[config.mk]
export PLATFORM = sky130hd
export DESIGN_NAME = lc3_writeback_unit
export DESIGN_NICKNAME = d
export VERILOG_FILES = /design/src/rtl/lc3_wb_pkg.sv /design/src/rtl/lc3_wb_regfile.sv /design/src/rtl/lc3_writeback_unit.sv
export SDC_FILE = /design/constraint.sdc
export NUM_CORES = 1
export LEC_CHECK = 0
export CORE_AREA = 5 5 187 189
export CTS_CLUSTER_SIZE = 20
export DETAILED_ROUTE_END_ITERATION = 10
export DIE_AREA = 0 0 192 194
export PLACE_DENSITY_LB_ADDON = 0.12
export SLEW_MARGIN = 15
export SYNTH_ARGS = -nofsm -noshare
export SYNTH_HDL_FRONTEND = slang
export SYNTH_HIERARCHICAL = 1
export SYNTH_SLANG_ARGS = --single-unit
export TNS_END_PERCENT = 20
[constraint.sdc]
create_clock -name clock -period 2.3 [get_ports clock]
set_input_delay 0.345 -clock clock [delete_from_list [all_inputs] [get_ports clock]]
set_output_delay 0.345 -clock clock [all_outputs]
set_load 0.01 [all_outputs]
[src/rtl/lc3_wb_pkg.sv]
// Shared types and helpers for the LC3 writeback stage.
// Holds the writeback source encoding, PSR bit positions and the N/Z/P flag helper.
// Used by lc3_writeback_unit and lc3_wb_regfile.
package lc3_wb_pkg;

   // Writeback result source, as presented on W_Control.
   typedef enum logic [1:0] {
      WB_ALU  = 2'd0,
      WB_PC   = 2'd1,
      WB_MEM  = 2'd2,
      WB_RSVD = 2'd3
   } wb_src_e;

   // Bit positions inside the 3-bit {N,Z,P} psr vector.
   localparam int PSR_N = 2;
   localparam int PSR_Z = 1;
   localparam int PSR_P = 0;

   // Widest data path the flag helper accepts; callers zero-extend into it.
   localparam int NZP_MAX_W = 64;

   // Condition codes for a DATA_W-wide value.  The value is passed
   // zero-extended to NZP_MAX_W bits together with its real width, so a single
   // package function serves every DATA_W up to NZP_MAX_W.  The sign bit is
   // located with a mask so no variable bit-select is needed.
   function automatic logic [2:0] nzp_f(input logic [NZP_MAX_W-1:0] data,
                                        input int unsigned          data_w);
      logic [NZP_MAX_W-1:0] sign_mask;
      logic [2:0]           flags;
      sign_mask    = NZP_MAX_W'(1) << (data_w - 1);
      flags        = '0;
      flags[PSR_N] = |(data & sign_mask);
      flags[PSR_Z] = (data == '0);
      // Exactly one flag is ever set: positive means neither negative nor zero.
      flags[PSR_P] = ~flags[PSR_N] & ~flags[PSR_Z];
      return flags;
   endfunction

endpackage

[src/rtl/lc3_wb_regfile.sv]
// Register file: NUM_REGS x DATA_W storage, one write port, RD_PORTS registered read ports.
// Latency: 1 cycle from raddr_i to rdata_o; writes land at the clock edge.
// Backpressure: none, a write and all reads are accepted every cycle.
//
// Ports:
//   clock, reset  - rising-edge clock, synchronous active-high reset (clears storage and read data)
//   we_i          - commit wdata_i into entry waddr_i at this edge
//   waddr_i       - write index
//   wdata_i       - write data
//   raddr_i       - packed read indices, slice k addresses port k
//   rdata_o       - packed registered read data, slice k belongs to port k
//
// Build option: LC3_WB_BYPASS_EN makes a read that hits the entry being
// written this cycle return the new data (write-through).  Without it the
// read returns the value held before the write (read-before-write).
module lc3_wb_regfile
   import lc3_wb_pkg::*;
#(
   parameter  int DATA_W   = 16,
   parameter  int NUM_REGS = 8,
   parameter  int RD_PORTS = 2,
   localparam int ADDR_W   = $clog2(NUM_REGS)
) (
   input  logic                         clock,
   input  logic                         reset,
   input  logic                         we_i,
   input  logic [ADDR_W-1:0]            waddr_i,
   input  logic [DATA_W-1:0]            wdata_i,
   input  logic [RD_PORTS*ADDR_W-1:0]   raddr_i,
   output logic [RD_PORTS*DATA_W-1:0]   rdata_o
);

   logic [DATA_W-1:0]          mem_q [NUM_REGS];
   logic [RD_PORTS*DATA_W-1:0] rdata_q;
   logic [RD_PORTS*DATA_W-1:0] rdata_d;

   // Next read data per port.  The array lookup always sees the pre-write
   // contents because storage only changes at the edge.
   for (genvar k = 0; k < RD_PORTS; k++) begin : g_rd
      logic [ADDR_W-1:0] ra;
      assign ra = raddr_i[k*ADDR_W +: ADDR_W];

      always_comb begin
         rdata_d[k*DATA_W +: DATA_W] = mem_q[ra];
`ifdef LC3_WB_BYPASS_EN
         if (we_i && (ra == waddr_i)) begin
            rdata_d[k*DATA_W +: DATA_W] = wdata_i;
         end
`endif
      end
   end

   always_ff @(posedge clock) begin
      if (reset) begin
         for (int i = 0; i < NUM_REGS; i++) begin
            mem_q[i] <= '0;
         end
         rdata_q <= '0;
      end else begin
         if (we_i) begin
            mem_q[waddr_i] <= wdata_i;
         end
         rdata_q <= rdata_d;
      end
   end

   assign rdata_o = rdata_q;

endmodule

[src/rtl/lc3_writeback_unit.sv]
// LC3 writeback stage: result-source mux, register file, PSR {N,Z,P} and illegal-source flag.
// Latency: 1 cycle for reads (sr -> VSR), writes and psr update at the commit edge, wb_err the cycle after.
// Backpressure: none, one write attempt and all reads are accepted every cycle.
//
// Ports:
//   clock, reset      - rising-edge clock, synchronous active-high reset
//   enable_writeback  - qualifies a write this cycle
//   W_Control         - source select: 0 aluout, 1 pcout, 2 memout, 3 reserved (flagged on wb_err)
//   aluout/pcout/memout - candidate write data
//   dr                - destination register index
//   sr                - packed source indices, slice k addresses read port k
//   VSR               - packed registered read data, slice 0 is VSR1, slice 1 is VSR2
//   psr               - {N,Z,P} of the last committed write
//   wb_err            - one-cycle pulse after a write attempt with the reserved source
//
// Build option: LC3_WB_BYPASS_EN forwards committed write data to read ports
// addressing dr in the same cycle.  Register contents and psr do not depend on it.
module lc3_writeback_unit
   import lc3_wb_pkg::*;
#(
   parameter  int DATA_W   = 16,
   parameter  int NUM_REGS = 8,
   parameter  int RD_PORTS = 2,
   localparam int ADDR_W   = $clog2(NUM_REGS)
) (
   input  logic                         clock,
   input  logic                         reset,
   input  logic                         enable_writeback,
   input  logic [1:0]                   W_Control,
   input  logic [DATA_W-1:0]            aluout,
   input  logic [DATA_W-1:0]            pcout,
   input  logic [DATA_W-1:0]            memout,
   input  logic [ADDR_W-1:0]            dr,
   input  logic [RD_PORTS*ADDR_W-1:0]   sr,
   output logic [RD_PORTS*DATA_W-1:0]   VSR,
   output logic [2:0]                   psr,
   output logic                         wb_err
);

   wb_src_e           src;
   logic [DATA_W-1:0] wdata;
   logic              commit;
   logic [2:0]        psr_d,    psr_q;
   logic              wb_err_d, wb_err_q;

   assign src = wb_src_e'(W_Control);

   // Source mux.  The reserved code never commits, so its data value is
   // irrelevant; aluout is returned just to keep the mux fully specified.
   always_comb begin
      wdata = aluout;
      unique case (src)
         WB_ALU:  wdata = aluout;
         WB_PC:   wdata = pcout;
         WB_MEM:  wdata = memout;
         WB_RSVD: wdata = aluout;
         default: wdata = aluout;
      endcase
   end

   assign commit = enable_writeback && (src != WB_RSVD);

   always_comb begin
      psr_d    = psr_q;
      wb_err_d = 1'b0;
      if (commit) begin
         psr_d = nzp_f(NZP_MAX_W'(wdata), DATA_W);
      end
      if (enable_writeback && (src == WB_RSVD)) begin
         wb_err_d = 1'b1;
      end
   end

   always_ff @(posedge clock) begin
      if (reset) begin
         psr_q    <= 3'b000;
         wb_err_q <= 1'b0;
      end else begin
         psr_q    <= psr_d;
         wb_err_q <= wb_err_d;
      end
   end

   lc3_wb_regfile #(
      .DATA_W   (DATA_W),
      .NUM_REGS (NUM_REGS),
      .RD_PORTS (RD_PORTS)
   ) u_regfile (
      .clock   (clock),
      .reset   (reset),
      .we_i    (commit),
      .waddr_i (dr),
      .wdata_i (wdata),
      .raddr_i (sr),
      .rdata_o (VSR)
   );

   assign psr    = psr_q;
   assign wb_err = wb_err_q;

endmodule

-- After elaboration in Yosys (flattened, before gate mapping)
Memories as Yosys holds them, arrays and structs flattened. A register that Yosys moved wholly into a read port is not among the register bits.
Cells that the tools add are included.
Widths: inputs -> output; s select.
- flip-flop bits (word level): 4
- memory bits (writable): 128
- input bits: 62
- output and inout bits: 36
- memories: 1
- memories (memory ; depth ; width ; rd ports ; clocked after memory_dff ; write ports ; RTL line ; RTL):
    u_regfile.mem_q ; 8 ; 16 ; 2 ; 2 ; 8 ; lc3_wb_regfile.sv:33 ; logic [DATA_W-1:0] mem_q [NUM_REGS];
- equality and inequality tests: 4
- mux-type cells: 10
- bitwise gates (word level): 3
- reductions and logical operators: 6
- operators with widths (kind ; count):
    $pmux 16 s3 ; 1
    $logic_not 16->1 ; 1
    $mux 16 ; 1
    $reduce_or 16->1 ; 1
    $mux 1 ; 7
    $eq 2x2->1 const B ; 2
    $mux 3 ; 1
    $eq 2x1->1 const B ; 1
    $logic_and 1x1->1 ; 2
    $logic_not 2->1 ; 1
    $ne 2x2->1 const B ; 1
    $not 1->1 ; 2
    $reduce_or 2->1 ; 1
    $and 1x1->1 ; 1

-- Logic depth before layout (Yosys ltp)
- depth after elaboration: 7
- depth in mapped cells: 9
- mapped depth without buffers: 7

-- Modules after synthesis
The synthesis kept the hierarchy.
- modules (own cells, without submodules) (module ; instances ; cells an instance ; area an instance (sq um) ; seq. area each (sq um)):
    lc3_wb_regfile ; 1 ; 467 ; 7497.2 ; 4484.3
    lc3_writeback_unit ; 1 ; 81 ; 603.1 ; 80.1

-- Worst setup path before layout
OpenSTA, ideal clock, no wires.
- path kind: input-to-reg
- start: in W_Control[0]
- end: mem u_regfile.mem_q[0][0], enable pin
- library setup time: 334 ps
- data arrival time: 1758 ps
- data required time: 1966 ps
- setup slack: 209 ps
- stages: 6
- path buffers: 0
- cells stage by stage: ha_1 > nand2b_1 > inv_2 > or3b_4 > nor3_4 > or2_2
- RTL lines (item ; RTL line ; RTL):
    start: declaration ; lc3_writeback_unit.sv:29 ; input logic [1:0] W_Control,
    end: declaration ; lc3_wb_regfile.sv:33 ;

-- Final worst setup path
- start: in W_Control[0]
- end: reg psr_q[0] (netlist: psr[0])
- word-level cells in the longest chain between the ends: 6
- elaborated cells between the ends (all ways): 12
- classes of those cells: eq/ne: 4; mux: 1; bitwise: 3; reduce/logical: 4
- ends and longest elaborated chain (item ; RTL line ; RTL):
    $eq 2x2->1 or $logic_not 2->1 (tied branches) ; lc3_writeback_unit.sv:52 ; unique case (src)
    $reduce_or 2->1 (no source line) ; -- ;
    $pmux 16 s3 (*) ; lc3_writeback_unit.sv:52 ;
    via wdata[6] ; lc3_writeback_unit.sv:41 ; logic [DATA_W-1:0] wdata;
    $logic_not 16->1 (*) ; lc3_wb_pkg.sv:33 ; flags[PSR_Z] = (data == '0);
    $not 1->1 (*) ; lc3_wb_pkg.sv:35 ; flags[PSR_P] = ~flags[PSR_N] & ~flags[PSR_Z];
    $and 1x1->1 (*) ; lc3_wb_pkg.sv:35 ;
    end signal: assignment ; lc3_writeback_unit.sv:79 ; psr_q <= psr_d;
    end: declaration ; lc3_writeback_unit.sv:43 ; logic [2:0] psr_d, psr_q;
Mark *: on every way through the listed nets, which the timed path passes. The rest lies on a longest branch.
A chain may end at the register's enable or synchronous reset.

==> impl_metrics.yaml <==
critical_path:
  worstPathArrival_ns: 2.44
  path_buf_inv: 3
  critPathMaxStageDelay_ns: 0.52
  worstSetupEndpointType: "flip-flop"
  cp.required_ns: 2.62
  critPathLaunchType: "input pin"
  path_cells: "clkdlybuf4s50_1, inv_1, ha_1, buf_12, a22oi_1, o21ai_0, nor4_1, nand4_1, a22o_1"
  worstSetupPathType: "input pin to flip-flop"
  path_max_fanout: 16
  slowest_stage: "clkdlybuf4s50_1"
  critical_path.top_delay_family: "buffers and inverters"
pwr:
  power.density_mw_per_mm2: 693
  ir_worst_vdd_v: 0.000510
  finalPower_mw: 7.35
  p_leak_nw: 3.78
global_route:
  overflow: 0
  antenna_found_initial: 0
  grt_pass1_wl_mm: 35.8
  grt_max_degree: 33
  first_global_vias: 5480
  track_usage_pct: 13.0
yosys:
  synthArstFlopShare_pct: 0
  synth_fp_nets: 613
  ys_ff_latch: 164
  yosysSeqAreaShare_pct: 56.3
  synth_warnings: 6
  synth_area_per_cell_um2: 14.8
  synth_edf_count: 128
  synth_top_area_share_pct: 47.5
  syn_area_mm2: 0.00810
  yosysUniqueCellTypes: 38
  ys.flop_type: "edfxtp_1"
  yosys.area.top_type: "edfxtp_1"
  netlist_top_cells_count: "and2_1, edfxtp_1, mux4_2, dfxtp_1, nor2_1"
  synth_area_leaders: "edfxtp_1, mux4_2, and2_1, dfxtp_1, mux2i_1"
  synthCells: 548
floorplan:
  coreArea_mm2: 0.0331
  die_h_um: 194
  die-area_mm2: 0.0372
  die_w_um: 192
  rows: 67
  io_pins: 98
  initial_utilization_pct: 24.5
timing:
  worst_pin_slew_ns: 0.365
  fmax_mhz: 470
  hold_viol: 0
  final.setup_skew_ns: 0.00681
  grt_setup_unrepaired: "no"
  final-setup-viol-count: 0
  fin_tns_setup_ns: 0
  fin_crit_sh_pct: 92.5
  drv_slew: 0
  slew_headroom_pct: 75.5
  timing.final.crit_period_ns: 2.13
detailed_routing:
  firstDrtPassIters: 4
  dr.first_iter.drc_count: 215
  wl_per_cell_um: 20.4
  drt_wl_total_mm: 23.3
  drtAntennaViolNets: 0
  vias: 4919
  viasPerCell: 4.31
  drcViolationCount: 0
clocking:
  clk-insertion-delay-late_ns: 0.42
  cts_repair_resize_count: 0
  postCtsSetupBuffers: 0
  clock_sinks: 164
  ctsHoldBuffers: 0
  cts_buffer_depth: 2
  clk_pin_slew_ns: 0.06
  cts-root-buf: "clkbuf_16"
  cts_tree: "done"
  ctsHtreeMaxLevel: 4
  cts_buffers: 17
finish:
  final_cell_area_mm2: 0.0106
  layout.nets: 746
  syn_to_final_growth_pct: 30.9
  num_antenna_cells: 0
  utilization_pct: 32.0
  drive_gt1_share_pct: 25.5
hold_path:
  min_path_type: "input pin to flip-flop"
placed_design:
  placed_area_mm2: 0.0100
  gp_congestion: 0.741
  port_buffers: 97
  post-dp-hpwl_mm: 16.5
outcome:
  status: "finished, final reports clean"
run:
  drv_cap: 0
==> cell type report <==
cell class | instances | area [µm²]
clock inverter | 11 | 103
inverter | 3 | 11.3
timing repair buffer | 151 | 1610
sequential | 164 | 4560
multi-input combinational | 344 | 3280
clock buffer | 21 | 470
fill | 3275 | 22500
tap | 448 | 561
==> worst min-delay path, delay by kind of cell <==
kind	cells	cell delay, ns
buffers and inverters	2	0.35
and+or+nand+nor	1	0.12
==> per-layer routing <==
metal,GRT usage (%),share of wire (%)
met4,3.46,1.0
met2,21.7,50
met3,2.65,4.0
met5,0,0
met1,17.1,45
==> path summary, 6_finish.rpt <==
check | cells after the start | start | slack (ns) | endpoint
min reg2reg | 2 | psr[1] | 0.48 | psr[1]
max | 9 | W_Control[0] | 0.17 | psr[0]
max reg2reg | 3 | u_regfile/mem_q[7][9] | 0.91 | u_regfile/rdata_o[9]
min | 3 | reset | 0.43 | u_regfile/rdata_o[10]
==> layout by cell type, fill, tap and decap left out, types with 2 or more instances in the layout <==
cell type,Yosys,layout
and2_1,128,128
edfxtp_1,128,128
clkdlybuf4s50_1,0,94
mux4_2,64,64
nor2_1,36,36
dfxtp_1,36,36
buf_4,1,34
mux2i_1,32,32
nand2_1,21,21
buf_12,1,20
clkbuf_16,0,17
o21ai_1,12,12
a22oi_1,10,10
or2_2,8,8
a22oi_2,5,5
clkinv_4,0,4
nand2b_1,3,3
nor4_1,3,3
ha_1,3,3
clkbuf_8,0,3
buf_2,9,3
nor2_4,3,3
inv_1,2,2
o21ai_0,2,2
o21ai_2,2,2
clkinvlp_4,0,2
clkinv_2,0,2
==> kinds of logic after synthesis <==
| group | share of synthesized area [%] |
|---|---|
| compound gates | 3.37 |
| fa+ha+maj | 0.463 |
| buf+inv | 3.12 |
| flops | 56.3 |
| mux | 21.7 |
| simple gates | 15.0 |
==> where the power goes <==
| part | switching [mW] | internal (mW) | leakage (nW) |
|---|---|---|---|
| sequential | 0.102 | 3.39 | 1.52 |
| combinational | 0.496 | 0.603 | 1.98 |
| clock | 1.18 | 1.58 | 0.277 |
| total | 1.78 | 5.57 | 3.78 |
==> per-stage QoR <==
stage | cells | setup slack (ns) | hold WS (ns)
after CTS | 1142 | 0.160 | 0.417
final | 1142 | 0.173 | 0.435
after floorplan | 548 | 0.209 | 0.414
after global placement | 1110 | -0.265 | 0.456
after detailed placement | 1110 | -0.298 | 0.461
after global routing | 1142 | 0.0444 | 0.443
==> sequential cells by signal, indices dropped and copies added (netlist names) <==
name,flops
wb_err,1
psr,3
u_regfile/rdata_o,32
u_regfile/mem_q,128
Power figures use the tool's default switching activity.
==> RTL edit 1 (config.mk and constraints unchanged) <==
`RD_PORTS` is set to 2 in 2 places; all go to 1.
--- a/src/rtl/lc3_wb_regfile.sv
+++ b/src/rtl/lc3_wb_regfile.sv
@@ -18,7 +18,7 @@
 #(
    parameter  int DATA_W   = 16,
    parameter  int NUM_REGS = 8,
-   parameter  int RD_PORTS = 2,
+   parameter  int RD_PORTS = 1,
    localparam int ADDR_W   = $clog2(NUM_REGS)
 ) (
    input  logic                         clock,
--- a/src/rtl/lc3_writeback_unit.sv
+++ b/src/rtl/lc3_writeback_unit.sv
@@ -20,7 +20,7 @@
 #(
    parameter  int DATA_W   = 16,
    parameter  int NUM_REGS = 8,
-   parameter  int RD_PORTS = 2,
+   parameter  int RD_PORTS = 1,
    localparam int ADDR_W   = $clog2(NUM_REGS)
 ) (
    input  logic                         clock,
Ports: changed (resized VSR and sr); port bits go from 98 to 79. No check against the original RTL was run, so the function may have changed too.
==> RTL edit 1 against the original RTL <==
Critical path depth did not move. Worst setup slack better by 0.021 ns. Clock skew grew 0.00053 ns. Power down 4.9%. Clock power is 9.8% higher. Cell area decreased by 13%. Wire length is 25% lower. Area after synthesis fell by 16%. Count of clock-buffer cells in the layout fell by 2. Combinational power down 24%. Cell count down 8.7%. Fmax increased by 1.0%. Worst hold slack better by 0.055 ns. Sequential cell count fell by 16. Largest cell class unchanged. Largest power group unchanged.
==> RTL edit 1: results <==
set metrics [dict create \
    seq_area_frac 0.459 \
    diodes 1 \
    wl_met3_microns 811 \
    leakage_nw 3.29 \
    portBuffers 78 \
    cts_sinks 148 \
    signal_buffers 131 \
    dp_slack_ns -0.270 \
    final_net_count 643 \
    avgRoutedWirePerCell_microns 16.8 \
    dpl.hpwl_microns 13000 \
    status "finished clean" \
    num_vias 3961 \
    grt_usage 0.0993 \
    grt.met3_usage 0.0263 \
    gp_congestion 0.739 \
    placed_area_sq_mm 0.00859 \
    nClkBuffers 19 \
    grt_pass1_vias 4479 \
    clock_skew_ns 0.00734 \
    synth_edf_count 128 \
    wl_met1_microns 7990 \
    crit_fanout 16 \
    hold_class "reg2reg" \
    drive_above_1_share 0.251 \
    wl_met2_microns 8520 \
    fin_ws_ns 0.194 \
    multiInputGateArea_sq_mm 0.00237 \
    multi_input_cells 280 \
    grt_pass1_wl_microns 27400 \
    clock_area_frac 0.0692 \
    peakVddDrop_uv 526 \
    slew-limit-headroom 0.758 \
    buf_share 0.153 \
    antenna_found_initial 0 \
    r2r_start "u_regfile/mem_q[4][2]$_SDFFCE_PN0P_" \
    multi_input_area_share 0.256 \
    drt_iter0_drc 179 \
    met1_usage 0.130 \
    synth_common_cells "edfxtp_1, and2_1, mux4_2" \
    yosysSeqAreaShare 0.623 \
    synthTopCellsByArea "edfxtp_1, and2_1, mux4_2, dfxtp_1, mux2i_1" \
    ctsResizeCount 0 \
    worstHoldStart "psr[2]$_SDFFE_PP0P_" \
    synth.net_count 520 \
    use_met2 0.161 \
    fillers 3376 \
    r2r_slack_ns 1.03 \
]
==> RTL edit 1: cell count changes after synthesis, sizes merged <==
cell / change
dfxtp: -16
mux4: -32
mux2i: -16
nor2: -16
buf: -10
==> RTL edit 1: through the flow <==
step                      utilization  instances  hold slack (ns)  TNS (ns)
after floorplan                     -        458            0.414         0
after global placement          0.259       1010            0.476    -11.88
after global routing            0.279       1042            0.502         0
final                           0.279       1043            0.490         0
after CTS                       0.279       1042            0.476         0
after detailed placement        0.259       1010            0.472    -17.20
==> RTL edit 1: worst max-delay path, stage by stage <==
cell and delay (ns):
clkdlybuf4s50_1 0.52, inv_1 0.06, ha_1 0.32, buf_12 0.16, a22oi_1 0.19, o21ai_1 0.14
nor4_2 0.28, nand4_1 0.18, a22o_1 0.22
==> RTL edit 1: power by group <==
group          switching, mW  internal [mW]  leakage (nW)  total [mW]
logic                  0.395          0.438          1.60       0.834
registers             0.0484           3.08          1.39        3.13
clock network           1.10           1.93         0.309        3.03
==> RTL edit 1: logic make-up (layout without fill, tap and decap cells) <==
| kind of cell | Yosys count | count (layout) | synth area share |
|---|---|---|---|
| flops | 148 | 148 | 0.623 |
| fa+ha+maj | 3 | 3 | 0.00551 |
| compound gates | 35 | 35 | 0.0401 |
| simple gates | 194 | 194 | 0.172 |
| other cells | 0 | 1 | 0 |
| mux | 48 | 48 | 0.129 |
| buf+inv | 30 | 166 | 0.0296 |
==> RTL edit 1: final timing paths <==
path                                                         to  cells past startpoint
worst max-delay path                        psr[0]$_SDFFE_PP0P_                      9
worst min-delay path                        psr[2]$_SDFFE_PP0P_                      2
worst max register to register  u_regfile/rdata_o[2]$_SDFF_PP0_                      3
worst min register to register              psr[2]$_SDFFE_PP0P_                      2
==> RTL edit 2 (same settings) <==
Without the edit above. Take the reset off `rdata_q` and load it in a clocked block of its own.
--- a/src/rtl/lc3_wb_regfile.sv
+++ b/src/rtl/lc3_wb_regfile.sv
@@ -55,13 +55,15 @@
          for (int i = 0; i < NUM_REGS; i++) begin
             mem_q[i] <= '0;
          end
-         rdata_q <= '0;
       end else begin
          if (we_i) begin
             mem_q[waddr_i] <= wdata_i;
          end
-         rdata_q <= rdata_d;
       end
+   end
+
+   always_ff @(posedge clock) begin
+      rdata_q <= rdata_d;
    end
 
    assign rdata_o = rdata_q;
Formal check against the unedited RTL: differs if reset is asserted again (counterexample within 4 cycles, from zero or initial values and one cycle with reset high); with reset held inactive, the same outputs for 4 cycles.
==> RTL edit 2 against the original RTL <==
Area after synthesis up 1.8%. Critical path type unchanged. Wire length rose by 3.2%. Largest cell class unchanged. Worst hold slack better by 0.043 ns. Die area is the same. Cell area about the same. Sequential cell count is the same. Worst setup slack lost 0.013 ns. Power rose by 3.7%.
==> RTL edit 2: results <==
set metrics [dict create \
    cp_slowest_cell "or3b_2" \
    grt_pass1_vias 5774 \
    tightest_slew_ns 0.527 \
    syn_inst 543 \
    signal_buffers 157 \
    synth_compound_area_frac 0.0404 \
    yosysSeqAreaShare 0.554 \
    crit_fanout 40 \
    seq_area_frac 0.430 \
    grt_usage 0.131 \
    synthTopCellsByArea "edfxtp_1, mux4_1, dfxtp_1, nor3_1, mux2_2" \
    placed_area_sq_mm 0.0100 \
    cp.arrival_ns 2.39 \
    use_met2 0.224 \
    clock_area_frac 0.0556 \
    clock_skew_ns 0.00803 \
    dp_slack_ns -0.252 \
    leakage_nw 3.58 \
    dpl.hpwl_microns 15400 \
    buf_share 0.149 \
    avgSynthCellArea_sq_um 15.2 \
    hold_class "reg2reg" \
    avgRoutedWirePerCell_microns 21.4 \
    drive_above_1_share 0.230 \
    met1_usage 0.166 \
    synth_common_cells "edfxtp_1, nor3_1, mux4_1" \
    status "finished clean" \
    fin_cells 1125 \
    wl_met3_microns 1140 \
    synthDistinctLibCells 40 \
    inverters_excl_clock 19 \
]
==> RTL edit 2: cell count changes after synthesis, moves of 32 or more <==
cell,unedited run,this run
and2_1,128,0
mux2i_1,32,0
mux4_2,64,7
mux4_1,0,56
mux2_2,0,32
nor2_1,36,2
nor3_1,1,123
==> RTL edit 2: final timing paths <==
check | from | end | slack (ns) | depth (start not counted)
setup / recovery | W_Control[0] | u_regfile/mem_q[5][9]$_SDFFCE_PN0P_ | 0.16 | 8
hold reg to reg | psr[2]$_SDFFE_PP0P_ | psr[2]$_SDFFE_PP0P_ | 0.48 | 2
setup reg to reg | u_regfile/mem_q[4][15]$_SDFFCE_PN0P_ | u_regfile/rdata_o[15]$_DFF_P_ | 0.89 | 2
hold / removal | psr[2]$_SDFFE_PP0P_ | psr[2]$_SDFFE_PP0P_ | 0.48 | 2
